[src/rtl/voice_allocator.sv]
// voice_allocator: four-voice note scheduler between the MIDI event source
// and the waveform_generator note slots. Each event is handled in three
// cycles: latch (IDLE), decide (MATCH), commit (WRITE).
module voice_allocator #(
    parameter int NUM_VOICES = 4
) (
    input  logic        clk,
    input  logic        reset,
    input  logic        ev_valid,
    output logic        ev_ready,
    input  logic        ev_on,
    input  logic [6:0]  ev_note,
    input  logic [7:0]  ev_vel,
    input  logic        all_off,
    output logic [15:0] note_vol_0,
    output logic [15:0] note_vol_1,
    output logic [15:0] note_vol_2,
    output logic [15:0] note_vol_3,
    output logic [3:0]  voice_active,
    output logic        steal
);

    typedef enum logic [1:0] {
        IDLE,
        MATCH,
        WRITE
    } state_t;

    state_t      state;

    // Per-voice storage; rank 0 = most recently started, rank 3 = oldest
    logic [6:0]  note_r [NUM_VOICES];
    logic [7:0]  vol_r  [NUM_VOICES];
    logic [1:0]  rank_r [NUM_VOICES];

    // Event latched on acceptance
    logic        ev_on_q;
    logic [6:0]  ev_note_q;
    logic [7:0]  ev_vel_q;

    // Registered decision
    logic [1:0]  sel_q;
    logic        write_q;
    logic        steal_q;

    // Search results over the current voice registers
    logic        match_hit;
    logic [1:0]  match_idx;
    logic        free_hit;
    logic [1:0]  free_idx;
    logic [1:0]  oldest_idx;

    assign ev_ready = (state == IDLE) && !all_off;

    assign note_vol_0 = {1'b0, note_r[0], vol_r[0]};
    assign note_vol_1 = {1'b0, note_r[1], vol_r[1]};
    assign note_vol_2 = {1'b0, note_r[2], vol_r[2]};
    assign note_vol_3 = {1'b0, note_r[3], vol_r[3]};

    // A voice is sounding whenever its volume is non-zero
    always_comb begin
        voice_active = '0;
        for (int unsigned i = 0; i < NUM_VOICES; i++) begin
            voice_active[i] = (vol_r[i] != '0);
        end
    end

    // Lowest-index matching voice, lowest-index free voice, and the oldest voice
    always_comb begin
        match_hit  = 1'b0;
        match_idx  = '0;
        free_hit   = 1'b0;
        free_idx   = '0;
        oldest_idx = '0;
        for (int unsigned i = 0; i < NUM_VOICES; i++) begin
            if (!match_hit && note_r[i] == ev_note_q && vol_r[i] != '0) begin
                match_hit = 1'b1;
                match_idx = 2'(i);
            end
            if (!free_hit && vol_r[i] == '0) begin
                free_hit = 1'b1;
                free_idx = 2'(i);
            end
            if (rank_r[i] == 2'd3) begin
                oldest_idx = 2'(i);
            end
        end
    end

    // Event FSM: latch, decide, then commit voice registers and ranks
    always_ff @(posedge clk) begin
        if (reset) begin
            state     <= IDLE;
            ev_on_q   <= 1'b0;
            ev_note_q <= '0;
            ev_vel_q  <= '0;
            sel_q     <= '0;
            write_q   <= 1'b0;
            steal_q   <= 1'b0;
            steal     <= 1'b0;
            for (int unsigned i = 0; i < NUM_VOICES; i++) begin
                note_r[i] <= '0;
                vol_r[i]  <= '0;
                rank_r[i] <= 2'(i);
            end
        end else begin
            steal <= 1'b0;
            case (state)
                IDLE: begin
                    if (all_off) begin
                        for (int unsigned i = 0; i < NUM_VOICES; i++) begin
                            vol_r[i] <= '0;
                        end
                    end else if (ev_valid) begin
                        // note-on with zero velocity is folded into note-off here
                        ev_on_q   <= ev_on && (ev_vel != '0);
                        ev_note_q <= ev_note;
                        ev_vel_q  <= ev_vel;
                        state     <= MATCH;
                    end
                end
                MATCH: begin
                    if (ev_on_q) begin
                        write_q <= 1'b1;
                        if (match_hit) begin
                            sel_q   <= match_idx;
                            steal_q <= 1'b0;
                        end else if (free_hit) begin
                            sel_q   <= free_idx;
                            steal_q <= 1'b0;
                        end else begin
                            sel_q   <= oldest_idx;
                            steal_q <= 1'b1;
                        end
                    end else begin
                        write_q <= match_hit;
                        sel_q   <= match_idx;
                        steal_q <= 1'b0;
                    end
                    state <= WRITE;
                end
                WRITE: begin
                    if (write_q) begin
                        if (ev_on_q) begin
                            note_r[sel_q] <= ev_note_q;
                            vol_r[sel_q]  <= ev_vel_q;
                            for (int unsigned u = 0; u < NUM_VOICES; u++) begin
                                if (rank_r[u] < rank_r[sel_q]) begin
                                    rank_r[u] <= rank_r[u] + 2'd1;
                                end
                            end
                            rank_r[sel_q] <= '0;
                        end else begin
                            vol_r[sel_q] <= '0;
                        end
                    end
                    steal <= steal_q;
                    state <= IDLE;
                end
                default: state <= IDLE;
            endcase
        end
    end

endmodule

[config.mk]
export PLATFORM = sky130hd
export DESIGN_NAME = voice_allocator
export DESIGN_NICKNAME = d
export VERILOG_FILES = /design/src/rtl/voice_allocator.sv
export SDC_FILE = /design/constraint.sdc
export NUM_CORES = 1
export LEC_CHECK = 0
export ABC_AREA = 1
export CAP_MARGIN = 20
export CORE_UTILIZATION = 40
export DETAILED_ROUTE_END_ITERATION = 8
export PLACE_DENSITY = 0.62
export SYNTH_ARGS = -nofsm -noshare
export SYNTH_HDL_FRONTEND = slang
export SYNTH_SLANG_ARGS = --single-unit
[constraint.sdc]
create_clock -name clk -period 3.02 [get_ports clk]
set_input_delay 0.906 -clock clk [delete_from_list [all_inputs] [get_ports clk]]
set_output_delay 0.906 -clock clk [all_outputs]
set_load 0.03 [all_outputs]
==> impl_metrics.env, run 1 <==
export IMPL_cpMostUsedCell="nor2_1"
export IMPL_cts_tree="built"
export IMPL_hold_viol=0
export IMPL_synth_ff_type="edfxtp_1"
export IMPL_place_gp_congestion=0.7850
export IMPL_worst_clock_skew_ns=0.008229
export IMPL_power_density_nw_per_um2=486.4
export IMPL_crit_path_end_kind="output pin"
export IMPL_clockRootBuffer="clkbuf_8"
export IMPL_track_usage_pct=19.56
export IMPL_fp_dieH_um=108.0
export IMPL_crit_fanout=3
export IMPL_synth_adder_area_share_pct=1.950
export IMPL_min_path_type="reg2reg"
export IMPL_grt_pass1_vias=3445
export IMPL_r2r_slack_ns=1.10
export IMPL_synth_top_family_by_area="simple AND/OR/NAND/NOR gates"
export IMPL_cts_sinks=93
export IMPL_netlist_top_cells_count="nor2_1 (120), nand2_1 (85), edfxtp_1 (60)"
export IMPL_synth_top_cell_by_area="edfxtp_1"
export IMPL_drv_slew=0
export IMPL_synth_simple_area_share_pct=25.40
export IMPL_drc_errors=0
export IMPL_synth_compound_area_share_pct=6.462
export IMPL_start_util_pct=41.25
export IMPL_p_leak_nw=2.159
export IMPL_synth_edff_count=60
export IMPL_yosysUniqueCellTypes=40
export IMPL_synth_top_area_share_pct=40.11
export IMPL_worst_slack_ns=0.1708
export IMPL_crit_path_cell_trace="nor2_1, nand2_1, nor2_1, inv_1, clkdlybuf4s50_1"
export IMPL_final_antenna_net_count=0
export IMPL_synth_xor_area_share_pct=3.705
export IMPL_critPathKind="reg2out"
export IMPL_crit_path_max_incr_delay_ns=0.63
export IMPL_wl_um=10630
export IMPL_n_antenna_cell=0
export IMPL_yosys_register_bits=93
export IMPL_synth_area_leaders="edfxtp_1 (40%), dfxtp_1 (15%), nor2_1 (10%)"
export IMPL_vdd_drop_max_mv=0.2620
export IMPL_vias=3451
export IMPL_post_route_min_period_ns=2.849
export IMPL_grt_pass1_wl_um=17220
export IMPL_clkLatencyLatePin_ns=0.36
export IMPL_overflow=0
export IMPL_cts_buffers=9
export IMPL_postSynthCellCount=495
export IMPL_synth_seq_area_share_pct=54.82
export IMPL_synth_mux_area_share_pct=0
export IMPL_fp_dieW_um=108.0
export IMPL_preCtsSetupSlack_ns=0.4006
export IMPL_cp_required_ns=2.11
export IMPL_drt_first_pass_iters=5
export IMPL_port_buffers=85
export IMPL_grt_max_degree=29
export IMPL_cts_setup_buffers=0
export IMPL_htreeDepth=3
export IMPL_routedWlPerCell_um=14.58
export IMPL_fmax_ghz=0.3510
export IMPL_crit_slowest_cell="clkdlybuf4s50_1"
export IMPL_async_flop_share_pct=0
export IMPL_die_area_um2=11660
export IMPL_setup_viol=0
export IMPL_nNetsFinal=611
export IMPL_coreArea_um2=10890
export IMPL_crit_arrival_ns=1.94
export IMPL_status="completed"
export IMPL_yosys_warnings=0
export IMPL_clk_path_buf_depth=2
export IMPL_dp_hpwl_um=8154
export IMPL_antenna_found_initial=0
export IMPL_netlist_area_um2=4492
export IMPL_period_share_pct=94.35
export IMPL_drt_iter0_markers=213
export IMPL_fp_row_count=38
export IMPL_tns_ns=0
export IMPL_layout_drive_gt1_share_pct=11.88
export IMPL_rsz0062_at_grt="false"
export IMPL_io_pins=90
export IMPL_synth_most_common_cell="nor2_1"
export IMPL_startpoint_type="flop"
export IMPL_syn_area_per_cell_um2=9.074
export IMPL_path_clk_slew_ns=0.09
export IMPL_vias_per_cell=4.734
export IMPL_area_growth_syn_to_layout_pct=26.21
export IMPL_maxCapViolCount=0
[timing repair]
action / CTS / global route
hold buffers: 0 / 0
hold endpoints to repair: 0 / 0
resized for setup: 0 / 1
setup endpoints to repair: 0 / 1
[layout make-up]
cell class                      instances  area, µm²
Fill cell                            1040       5219
Inverter                               53      207.7
Tap cell                              140      175.2
Timing Repair Buffer                   93      908.4
Sequential cell                        93       2462
Multi-Input combinational cell        334       1703
Clock inverter                          7      88.84
Clock buffer                            9      123.9
[flip-flops by register name, summed over array words and instances (netlist names), 2 cells and up, named ones only]
| register | cells |
|---|---|
| state | 2 |
| ev_vel_q | 8 |
| ev_note_q | 7 |
| note_r | 28 |
| sel_q | 2 |
| rank_r | 8 |
| vol_r | 32 |
[worst max-delay path: cells and delay by family (launching register included)]
family        cells  cell delay (ns)
buf+inv           2             0.77
simple gates      3             0.40
flops             1             0.40
[cells in the final DEF, fill, tap and decap left out, types with 10 or more instances in the layout]
cell	instances
a21oi_1	17
clkdlybuf4s50_1	84
dfxtp_1	33
edfxtp_1	60
inv_1	35
inv_2	15
nand2_1	85
nand3_1	10
nor2_1	119
o21ai_0	27
xor2_1	12
[layer usage]
layer	track usage [%]	routed length, µm	up-vias
li1	-	-	1764
met1	26.70	5046	1600
met3	2.291	479	9
met4	8.806	171	0
met2	31.21	4928	78
met5	0	0	-
[power breakdown]
| part | total, W | internal, W | switching, W |
|---|---|---|---|
| sequential | 0.00145 | 0.00140 | 0.0000483 |
| combinational | 0.000405 | 0.000154 | 0.000252 |
| clock | 0.000899 | 0.000462 | 0.000437 |
[path summary, 6_finish.rpt]
check	startpoint	endpoint	cells past startpoint
hold / removal	steal_q	steal	2
hold reg to reg	steal_q	steal	2
setup / recovery	vol_r[3][7]	voice_active[3]	5
setup reg to reg	flop	rank_r[0][1]	9
[per-stage QoR]
step / power (W) / utilization [%] / hold slack, ns / instances / area, µm²
finish: 0.002757 / 52.07 / 0.4673 / 729 / 5669
global route: 0.002861 / 52.07 / 0.5079 / 729 / 5669
CTS: 0.002774 / 52.05 / 0.4683 / 729 / 5667
detailed placement: 0.001888 / 50.09 / 0.4551 / 713 / 5454
global placement: 0.001883 / 50.09 / 0.4520 / 713 / 5454
floorplan: 0.001734 / - / 0.4251 / 498 / 4503
[kinds of logic after synthesis]
| logic type | after synthesis |
|---|---|
| other | 1 |
| xor gates and xnor gates | 19 |
| and+or+nand+nor | 249 |
| adders and majority gates | 7 |
| AOI/OAI and AO/OA | 55 |
| DFF | 93 |
| buffers and inverters | 71 |
Note: power is estimated with default switching activity, not from simulation.
==> run 2, diff against run 1 <==
Settings changed: CORE_ASPECT_RATIO from default to 2.
==> run 2 against run 1 <==
  * Register-to-register slack worse by 0.02 ns
  * Critical path depth unchanged
  * Critical endpoint unchanged
  * Combinational power up 2%
  * Setup slack better by 0.093 ns
  * Non-clock buffer count up 1
  * Largest power group unchanged
  * Cell area up 1.6%
  * First-iteration DRC count down 14%
  * Largest cell class unchanged
  * Die area up 0.22%
  * Sequential power about the same
  * Clock skew down 0.0024 ns
==> impl_metrics.env, run 2 (synthesis gave the netlist of run 1 again) <==
export IMPL_htreeDepth=3
export IMPL_crit_arrival_ns=1.85
export IMPL_startpoint_type="flop"
export IMPL_vias_per_cell=4.914
export IMPL_fill_cells=1035
export IMPL_die_area_um2=11680
export IMPL_wl_um=11760
export IMPL_whs_ns=0.4548
export IMPL_worst_clock_skew_ns=0.005783
export IMPL_drv_slew=0
export IMPL_cts_tree="built"
export IMPL_crit_path_end_kind="output pin"
export IMPL_setup_viol=0
export IMPL_drc_errors=0
export IMPL_dp_hpwl_um=9176
export IMPL_layout_drive_gt1_share_pct=11.69
export IMPL_seq_area_um2=2462
export IMPL_clkLatencyLatePin_ns=0.33
export IMPL_preCtsSetupSlack_ns=0.4050
export IMPL_fmax_ghz=0.3628
export IMPL_post_cts_resized=0
export IMPL_cts_setup_buffers=0
export IMPL_vias=3587
export IMPL_worst_slack_ns=0.2634
export IMPL_drt_first_pass_iters=4
export IMPL_fp_dieW_um=76.93
export IMPL_maxCapViolCount=0
export IMPL_grt_max_degree=19
export IMPL_critPathTopFamily="buffers and inverters"
export IMPL_start_util_pct=41.04
export IMPL_final_common_cell="nor2_1"
export IMPL_vdd_drop_max_mv=0.4381
export IMPL_clockRootBuffer="clkbuf_16"
export IMPL_antenna_found_initial=0
export IMPL_cp_required_ns=2.11
export IMPL_placed_cell_area_um2=5461
export IMPL_crit_path_cell_trace="nor2_1, nand2_1, nor2_1, inv_1, clkdlybuf4s50_1"
export IMPL_path_buf_inv=2
export IMPL_largestRegisters="vol_r (32), note_r (28)"
export IMPL_layout_common_cells="nor2_1 (120), nand2_1 (85), clkdlybuf4s50_1 (84)"
export IMPL_fp_dieH_um=151.9
export IMPL_crit_fanout=3
export IMPL_path_clk_slew_ns=0.06
export IMPL_crit_slowest_cell="clkdlybuf4s50_1"
export IMPL_period_share_pct=91.28
export IMPL_rsz0062_at_grt="false"
export IMPL_nNetsFinal=612
export IMPL_grt_pass1_vias=3579
export IMPL_io_pins=90
export IMPL_overflow=0
export IMPL_final_util_pct=52.61
export IMPL_critPathKind="reg2out"
export IMPL_tns_ns=0
export IMPL_place_gp_congestion=0.8327
export IMPL_grt_pass1_wl_um=18600
export IMPL_post_route_min_period_ns=2.757
export IMPL_cts_buffers=9
export IMPL_regMostFlops="vol_r"
export IMPL_crit_path_max_incr_delay_ns=0.61
export IMPL_routedWlPerCell_um=16.11
export IMPL_multi_input_area_um2=1700
export IMPL_port_buffers=85
export IMPL_min_path_type="reg2reg"
export IMPL_track_usage_pct=21.40
export IMPL_hold_buffers=0
export IMPL_final_antenna_net_count=0
export IMPL_cpMostUsedCell="nor2_1"
export IMPL_fp_row_count=54
export IMPL_fin_area_um2=5758
export IMPL_power_density_nw_per_um2=517.0
export IMPL_p_leak_nw=2.199
export IMPL_hold_viol=0
export IMPL_clk_path_buf_depth=2
export IMPL_drt_iter0_markers=183
export IMPL_area_growth_syn_to_layout_pct=28.19
export IMPL_cts_sinks=93
export IMPL_coreArea_um2=10950
export IMPL_largest_reg_flops=32
export IMPL_status="completed"
export IMPL_n_antenna_cell=0
-- run 2: worst paths after layout --
| path | cells past startpoint | end | slack (ns) | start |
|---|---|---|---|---|
| max | 5 | voice_active[3] | 0.26 | vol_r[3][7] |
| min | 2 | steal | 0.45 | steal_q |
| max reg2reg | 10 | rank_r[1][0] | 1.08 | flop |
| min reg2reg | 2 | steal | 0.45 | steal_q |
-- run 2: worst min-delay path, delay by kind of cell, from the launching register on --
family / cells / cell delay [ns]
flip-flops: 1 / 0.30
AND/OR/NAND/NOR: 2 / 0.11
-- run 2: through the flow --
step                total power [W]  instances
detailed placement         0.001896        714
global route               0.003093        730
CTS                        0.002998        730
global placement           0.001891        714
finish                     0.002977        730
floorplan                  0.001734        498
-- run 2: cell type report --
type / instances / area share [%]
sequential: 93 / 42.76
multi-input combinational: 334 / 29.53
timing repair buffer: 94 / 15.91
clock buffer: 13 / 4.346
inverter: 53 / 3.607
tap: 140 / 3.042
clock inverter: 3 / 0.8040
-- run 2: per-layer routing --
metal / GRT usage [%] / part of all wire, % / wire [µm] / vias to the layer above
li1: - / - / - / 1774
met1: 20.20 / 34 / 4050 / 1680
met2: 43.15 / 60 / 7060 / 108
met3: 3.243 / 2.7 / 316 / 25
met4: 9.524 / 2.8 / 333 / 0
met5: 0 / 0 / 0 / -
-- run 2: power breakdown --
part	leakage, nW	switching [W]	internal [W]
clock	0.140	0.000443	0.000666
combinational	1.15	0.000260	0.000154
sequential	0.910	0.0000480	0.00141
